[src/rtl/countdown_timer_pkg.sv]
`default_nettype none
// +----------------------------------------------------------------------------+
// | Module      : countdown_timer_pkg                                          |
// | Description : Shared definitions for the countdown timer: FSM state        |
// |               encodings (also used by display logic), the default alarm    |
// |               hold length and the hold-counter width.                      |
// | Revision    : 1.0 - initial release                                        |
// +----------------------------------------------------------------------------+
package countdown_timer_pkg;

    // Encodings are visible on the debug/display 'state' port.
    typedef enum logic [1:0] {
        ST_IDLE   = 2'd0,
        ST_RUN    = 2'd1,
        ST_PAUSED = 2'd2,
        ST_ALARM  = 2'd3
    } state_t;

    // Number of falling edges the alarm stays asserted (legal 1..255).
    localparam int HOLD_CYC_DEFAULT = 8;

    // Hold counter width; wide enough for the full 1..255 range.
    localparam int HOLD_W = 8;

endpackage : countdown_timer_pkg
`default_nettype wire

[src/rtl/hold_timer.sv]
`default_nettype none
// +----------------------------------------------------------------------------+
// | Module      : hold_timer                                                   |
// | Description : Counts falling edges while enabled and flags the edge on     |
// |               which HOLD_CYC enabled edges have been seen.                 |
// | Ports       : clk_N   - clock, state changes on falling edge               |
// |               rst     - asynchronous active-low reset                      |
// |               enable  - count this edge                                    |
// |               clear   - restart the count (wins over enable)               |
// |               expired - combinational: the current enabled edge is the     |
// |                         HOLD_CYC-th one                                    |
// | Revision    : 1.0 - initial release                                        |
// +----------------------------------------------------------------------------+
module hold_timer
    import countdown_timer_pkg::*;
#(
    parameter int HOLD_CYC = HOLD_CYC_DEFAULT
) (
    input  logic clk_N,
    input  logic rst,
    input  logic enable,
    input  logic clear,
    output logic expired
);

    localparam logic [HOLD_W-1:0] c_last = HOLD_W'(HOLD_CYC - 1);
    localparam logic [HOLD_W-1:0] c_one  = HOLD_W'(1);

    logic [HOLD_W-1:0] count_q;
    logic [HOLD_W-1:0] count_d;

    // count_q holds how many enabled edges have already passed, so the
    // HOLD_CYC-th edge is the one that sees HOLD_CYC-1.
    assign expired = enable && (count_q == c_last);

    always_comb begin
        count_d = count_q;
        if (clear || expired) begin
            count_d = '0;
        end else if (enable) begin
            count_d = count_q + c_one;
        end
    end

    always_ff @(negedge clk_N or negedge rst) begin
        if (!rst) begin
            count_q <= '0;
        end else begin
            count_q <= count_d;
        end
    end

endmodule : hold_timer
`default_nettype wire

[src/rtl/countdown_timer.sv]
`default_nettype none
// +----------------------------------------------------------------------------+
// | Module      : countdown_timer                                              |
// | Description : Loadable down-counter with start/pause control, a one-cycle  |
// |               terminal-count pulse and a timed alarm. All state updates    |
// |               happen on the falling edge of clk_N.                         |
// | Ports       : clk_N   - clock (falling-edge active)                        |
// |               rst     - asynchronous active-low reset                      |
// |               load    - load preset, return to IDLE (highest priority)     |
// |               preset  - N+1 bit load value                                 |
// |               start   - begin countdown from IDLE                          |
// |               sub     - decrement request while running                    |
// |               pause   - freeze the count                                   |
// |               counter - registered count                                   |
// |               zero    - combinational counter == 0                         |
// |               done    - registered one-cycle terminal-count pulse          |
// |               alarm   - registered, high while in ALARM                    |
// |               state   - current FSM state encoding                         |
// | Revision    : 1.0 - initial release                                        |
// +----------------------------------------------------------------------------+
module countdown_timer
    import countdown_timer_pkg::*;
#(
    parameter int N        = 4,
    parameter int HOLD_CYC = HOLD_CYC_DEFAULT
) (
    input  logic         clk_N,
    input  logic         rst,
    input  logic         load,
    input  logic [N:0]   preset,
    input  logic         start,
    input  logic         sub,
    input  logic         pause,
    output logic [N:0]   counter,
    output logic         zero,
    output logic         done,
    output logic         alarm,
    output logic [1:0]   state
);

    localparam logic [N:0] c_one = (N+1)'(1);

    state_t     state_q,   state_d;
    logic [N:0] counter_q, counter_d;
    logic       done_q,    done_d;
    logic       alarm_q,   alarm_d;

    logic       hold_en;
    logic       hold_clr;
    logic       hold_expired;

    hold_timer #(
        .HOLD_CYC (HOLD_CYC)
    ) u_hold_timer (
        .clk_N    (clk_N),
        .rst      (rst),
        .enable   (hold_en),
        .clear    (hold_clr),
        .expired  (hold_expired)
    );

    always_comb begin
        state_d   = state_q;
        counter_d = counter_q;
        done_d    = 1'b0;
        hold_en   = 1'b0;
        hold_clr  = 1'b0;

        if (load) begin
            counter_d = preset;
            state_d   = ST_IDLE;
            hold_clr  = 1'b1;
        end else begin
            case (state_q)
                ST_IDLE: begin
                    // A zero count has nothing to run down, so start is a no-op.
                    if (start && (counter_q != '0)) begin
                        state_d = ST_RUN;
                    end
                end
                ST_RUN: begin
                    if (pause) begin
                        state_d = ST_PAUSED;
                    end else if (sub) begin
                        if (counter_q == c_one) begin
                            counter_d = '0;
                            done_d    = 1'b1;
                            state_d   = ST_ALARM;
                            hold_clr  = 1'b1;
                        end else if (counter_q != '0) begin
                            counter_d = counter_q - c_one;
                        end
                    end
                end
                ST_PAUSED: begin
                    // Resume without consuming a decrement on this edge.
                    if (!pause) begin
                        state_d = ST_RUN;
                    end
                end
                ST_ALARM: begin
                    hold_en = 1'b1;
                    if (hold_expired) begin
                        state_d = ST_IDLE;
                    end
                end
                default: begin
                    state_d = ST_IDLE;
                end
            endcase
        end

        alarm_d = (state_d == ST_ALARM);
    end

    always_ff @(negedge clk_N or negedge rst) begin
        if (!rst) begin
            state_q   <= ST_IDLE;
            counter_q <= '0;
            done_q    <= 1'b0;
            alarm_q   <= 1'b0;
        end else begin
            state_q   <= state_d;
            counter_q <= counter_d;
            done_q    <= done_d;
            alarm_q   <= alarm_d;
        end
    end

    assign counter = counter_q;
    assign zero    = (counter_q == '0);
    assign done    = done_q;
    assign alarm   = alarm_q;
    assign state   = state_q;

endmodule : countdown_timer
`default_nettype wire

[config.mk]
export PLATFORM = sky130hd
export DESIGN_NAME = countdown_timer
export DESIGN_NICKNAME = d
export VERILOG_FILES = /design/src/rtl/countdown_timer_pkg.sv /design/src/rtl/hold_timer.sv /design/src/rtl/countdown_timer.sv
export SDC_FILE = /design/constraint.sdc
export NUM_CORES = 1
export LEC_CHECK = 0
export CAP_MARGIN = 20
export CORE_ASPECT_RATIO = 1.2
export CORE_UTILIZATION = 23
export CTS_BUF_LIST = sky130_fd_sc_hd__clkbuf_8
export CTS_CLUSTER_SIZE = 10
export DETAILED_ROUTE_END_ITERATION = 10
export GPL_TIMING_DRIVEN = 0
export RECOVER_POWER = 25
export SKIP_CTS_REPAIR_TIMING = 1
export SYNTH_ARGS = -nofsm -noshare
export SYNTH_HDL_FRONTEND = slang
export SYNTH_SLANG_ARGS = --single-unit
[constraint.sdc]
create_clock -name clk_N -period 1.95 [get_ports clk_N]
set_input_delay 0.195 -clock clk_N [delete_from_list [all_inputs] [get_ports clk_N]]
set_output_delay 0.195 -clock clk_N [all_outputs]
set_load 0.005 [all_outputs]
==> flow_summary.yaml <==
cells_and_area:
  design_area_um2: 1620
  diodes: 0
  syn_to_final_growth_pct: 62.0
  instances_no_fill: 211
  fill_cells: 385
  drive_above_1_share: 0.446
  finalNetCount: 173
synthesis:
  synth_cells: 102
  ys_warn_count: 0
  yosys.area_share.simple: 0.314
  syn_avg_cell_area_um2: 9.78
  muxShareOfSynthArea: 0.0100
  syn_area_um2: 997
  yosysUniqueCellTypes: 38
  ys_ff_latch: 17
  synth_top_family_by_area: "simple AND/OR/NAND/NOR gates"
  synth_area_leader_cell: "dfrtn_1"
  synth_fa_ha_area_frac: 0.0502
  synth.net_count: 117
  yosysSeqAreaShare: 0.427
  synth_top_area_frac: 0.427
  synth-compound-area-share: 0.114
  synth_xor_area_frac: 0.0615
  yosys-top-cells-area: "dfrtn_1 43%, xor2_1 5.3%, ha_1 5.0%"
die:
  start_util: 0.247
  rows: 25
  die_w_um: 62.1
  pin_count: 21
  die-height_um: 74.1
  dieArea_um2: 4600
  coreArea_um2: 4040
grt:
  antenna_found_initial: 0
  grt_max_degree: 18
  grt_pass1_vias: 828
  grt_remaining_overflow: 0
  grt_use_total: 0.116
  grt_pass1_wl_um: 4070
timing:
  final_hold_viol_count: 0
  tightest_slew_ns: 1.00
  setup_viol: 16
  slew_headroom: 0.334
  drv_slew: 0
  rsz0062_at_grt: "true"
  clock_skew_ns: 0.00174
  fin_ws_ns: -0.482
clocking:
  numCtsBuffers: 3
  tritoncts: "done"
  cts-root-buf: "clkbuf_8"
  clock_sinks: 17
  cts_max_level: 1
  clk_path_buf_depth: 2
  clock_latency_ns: 0.27
  clk_pin_slew_ns: 0.05
place:
  post-dp-hpwl_um: 1780
  place_congestion: 0.738
  placed_area_um2: 1330
  pre_cts_slack_ns: -0.827
  dp_cells: 176
  portBuffers: 20
outcome:
  outcome: "complete, but fails checks"
  violations: "setup timing"
detailed_routing:
  ant_nets: 0
  routed-wl-met3_um: 78
  via_count: 979
  first_iter_violations: 68
  wl_met2_um: 1550
  wl_met1_um: 1200
  via_per_inst: 4.64
  totalWireLength_um: 2880
  wl_per_cell_um: 13.6
  routed.top_layer: "met4"
  drtPass1Iterations: 4
  drc_errors: 0
critical_path:
  arrival_ns: 2.24
  critPathKind: "register to primary output"
  cp.required_ns: 1.75
  crit_fanout: 4
  cp-end-kind: "primary output"
  start_kind: "register"
power_and_ir_drop:
  p_switching_mw: 0.270
  static-leakage-power_nw: 0.721
  ir_drop_mv: 0.161
  finalPower_mw: 0.931
  powerDensity_nw_per_um2: 577
  switching_share: 0.290
  combPwrFrac: 0.289
  p_int_mw: 0.662
  clkPwrFrac: 0.295
  pwr-share-seq: 0.416
hold_path:
  hp-class: "register to register"
flow_run:
  cap_violations: 0
-- state kept, by name, summed over array words and instances, names as in the netlist --
name                  flops
u_hold_timer.count_q      8
counter                   5
state                     2
alarm                     1
done                      1
-- area by class of cell --
type / count / area, µm² / area share
Inverter: 3 / 11.3 / 0.00697
Tap cell: 54 / 67.6 / 0.0418
Multi-Input combinational cell: 79 / 662 / 0.410
Buffer: 3 / 17.5 / 0.0108
Timing Repair Buffer: 51 / 385 / 0.239
Clock inverter: 1 / 5.00 / 0.00310
Sequential cell: 17 / 425 / 0.263
Clock buffer: 3 / 41.3 / 0.0256
-- power groups by stage --
stage	Sequential (mW)	Combinational, mW	Clock (mW)
detailed placement	0.414	0.174	0
CTS	0.408	0.175	0.281
floorplan	0.409	0.0936	0
finish	0.387	0.269	0.275
global route	0.388	0.290	0.300
global placement	0.412	0.171	0
-- path summary, 6_finish.rpt --
check / startpoint / end / slack [ns] / cells past startpoint
hold / removal: u_hold_timer.count_q[0] / u_hold_timer.count_q[0] / 0.51 / 2
hold reg to reg: u_hold_timer.count_q[0] / u_hold_timer.count_q[0] / 0.51 / 2
setup reg to reg: counter[1] / counter[2] / -0.04 / 8
min in group asynchronous: rst / counter[3] / 0.92 / 1
max in group asynchronous: rst / u_hold_timer.count_q[4] / 0.40 / 1
setup / recovery: counter[0] / zero / -0.48 / 4
-- layer usage --
layer / up-vias / global-route usage
li1: 479 / -
met1: 472 / 0.131
met2: 24 / 0.211
met3: 4 / 0.0199
met4: 0 / 0.0620
met5: - / 0
-- worst max-delay path, cell delays in order (launching register included) --
cell,delay [ns]
dfrtn_1,0.39
inv_2,0.10
ha_4,0.14
nor4b_4,0.20
buf_2,0.16
-- stage by stage --
step / util / setup TNS, ns / hold slack (ns)
global placement: 0.330 / -17.14 / 0.501
detailed placement: 0.330 / -18.86 / 0.507
global route: 0.400 / -2.28 / 0.527
floorplan: - / -0.439 / 0.481
CTS: 0.342 / -13.46 / 0.512
finish: 0.400 / -1.45 / 0.509
-- cells in the mapped netlist --
library cell  instances
a211o_1               2
a211oi_1              2
a211oi_2              1
a21oi_1               4
a21oi_2               1
a311oi_1              2
and2_1                1
and3_1                3
and4_1                1
clkbuf_1              2
clkbuf_2              1
dfrtn_1              17
ha_1                  4
inv_1                 3
mux2i_1               1
nand2_1              13
nand2b_1              2
nand3_1               1
nand3b_1              1
nand4_1               2
nand4b_1              2
nand4bb_1             1
nor2_1               12
nor2b_1               1
nor3_1                3
nor3b_1               1
nor4_1                1
nor4_4                1
nor4b_1               1
nor4b_4               1
nor4bb_1              1
o21ai_1               1
o311ai_0              2
or2_2                 1
or2b_1                1
or3_1                 1
xnor2_1               1
xor2_1                6
-- cells in the final DEF, fill, tap and decap left out, drive strengths merged, types with 2 or more instances in the layout --
master / Yosys / routed
nor2: 12 / 12
and3: 3 / 3
a21oi: 5 / 5
clkdlybuf4s50: 0 / 7
nand4b: 2 / 2
nand4: 2 / 2
nand2b: 2 / 2
nor3: 3 / 3
nor4: 2 / 2
o311ai: 2 / 2
buf: 0 / 36
nor4b: 2 / 2
nand2: 13 / 13
xor2: 6 / 6
a211oi: 3 / 3
clkbuf: 3 / 13
dfrtn: 17 / 17
inv: 3 / 3
ha: 4 / 4
a311oi: 2 / 2
a211o: 2 / 2
-- cells by family (layout without fill, tap and decap cells) --
family | after synthesis | in the layout
AND/OR/NAND/NOR | 52 | 52
flip-flops | 17 | 17
AO/OA/AOI/OAI | 15 | 15
XOR/XNOR | 7 | 7
buffers and inverters | 6 | 61
adder cells (fa/ha/maj) | 4 | 4
multiplexers | 1 | 1
Power figures use the tool's default switching activity.
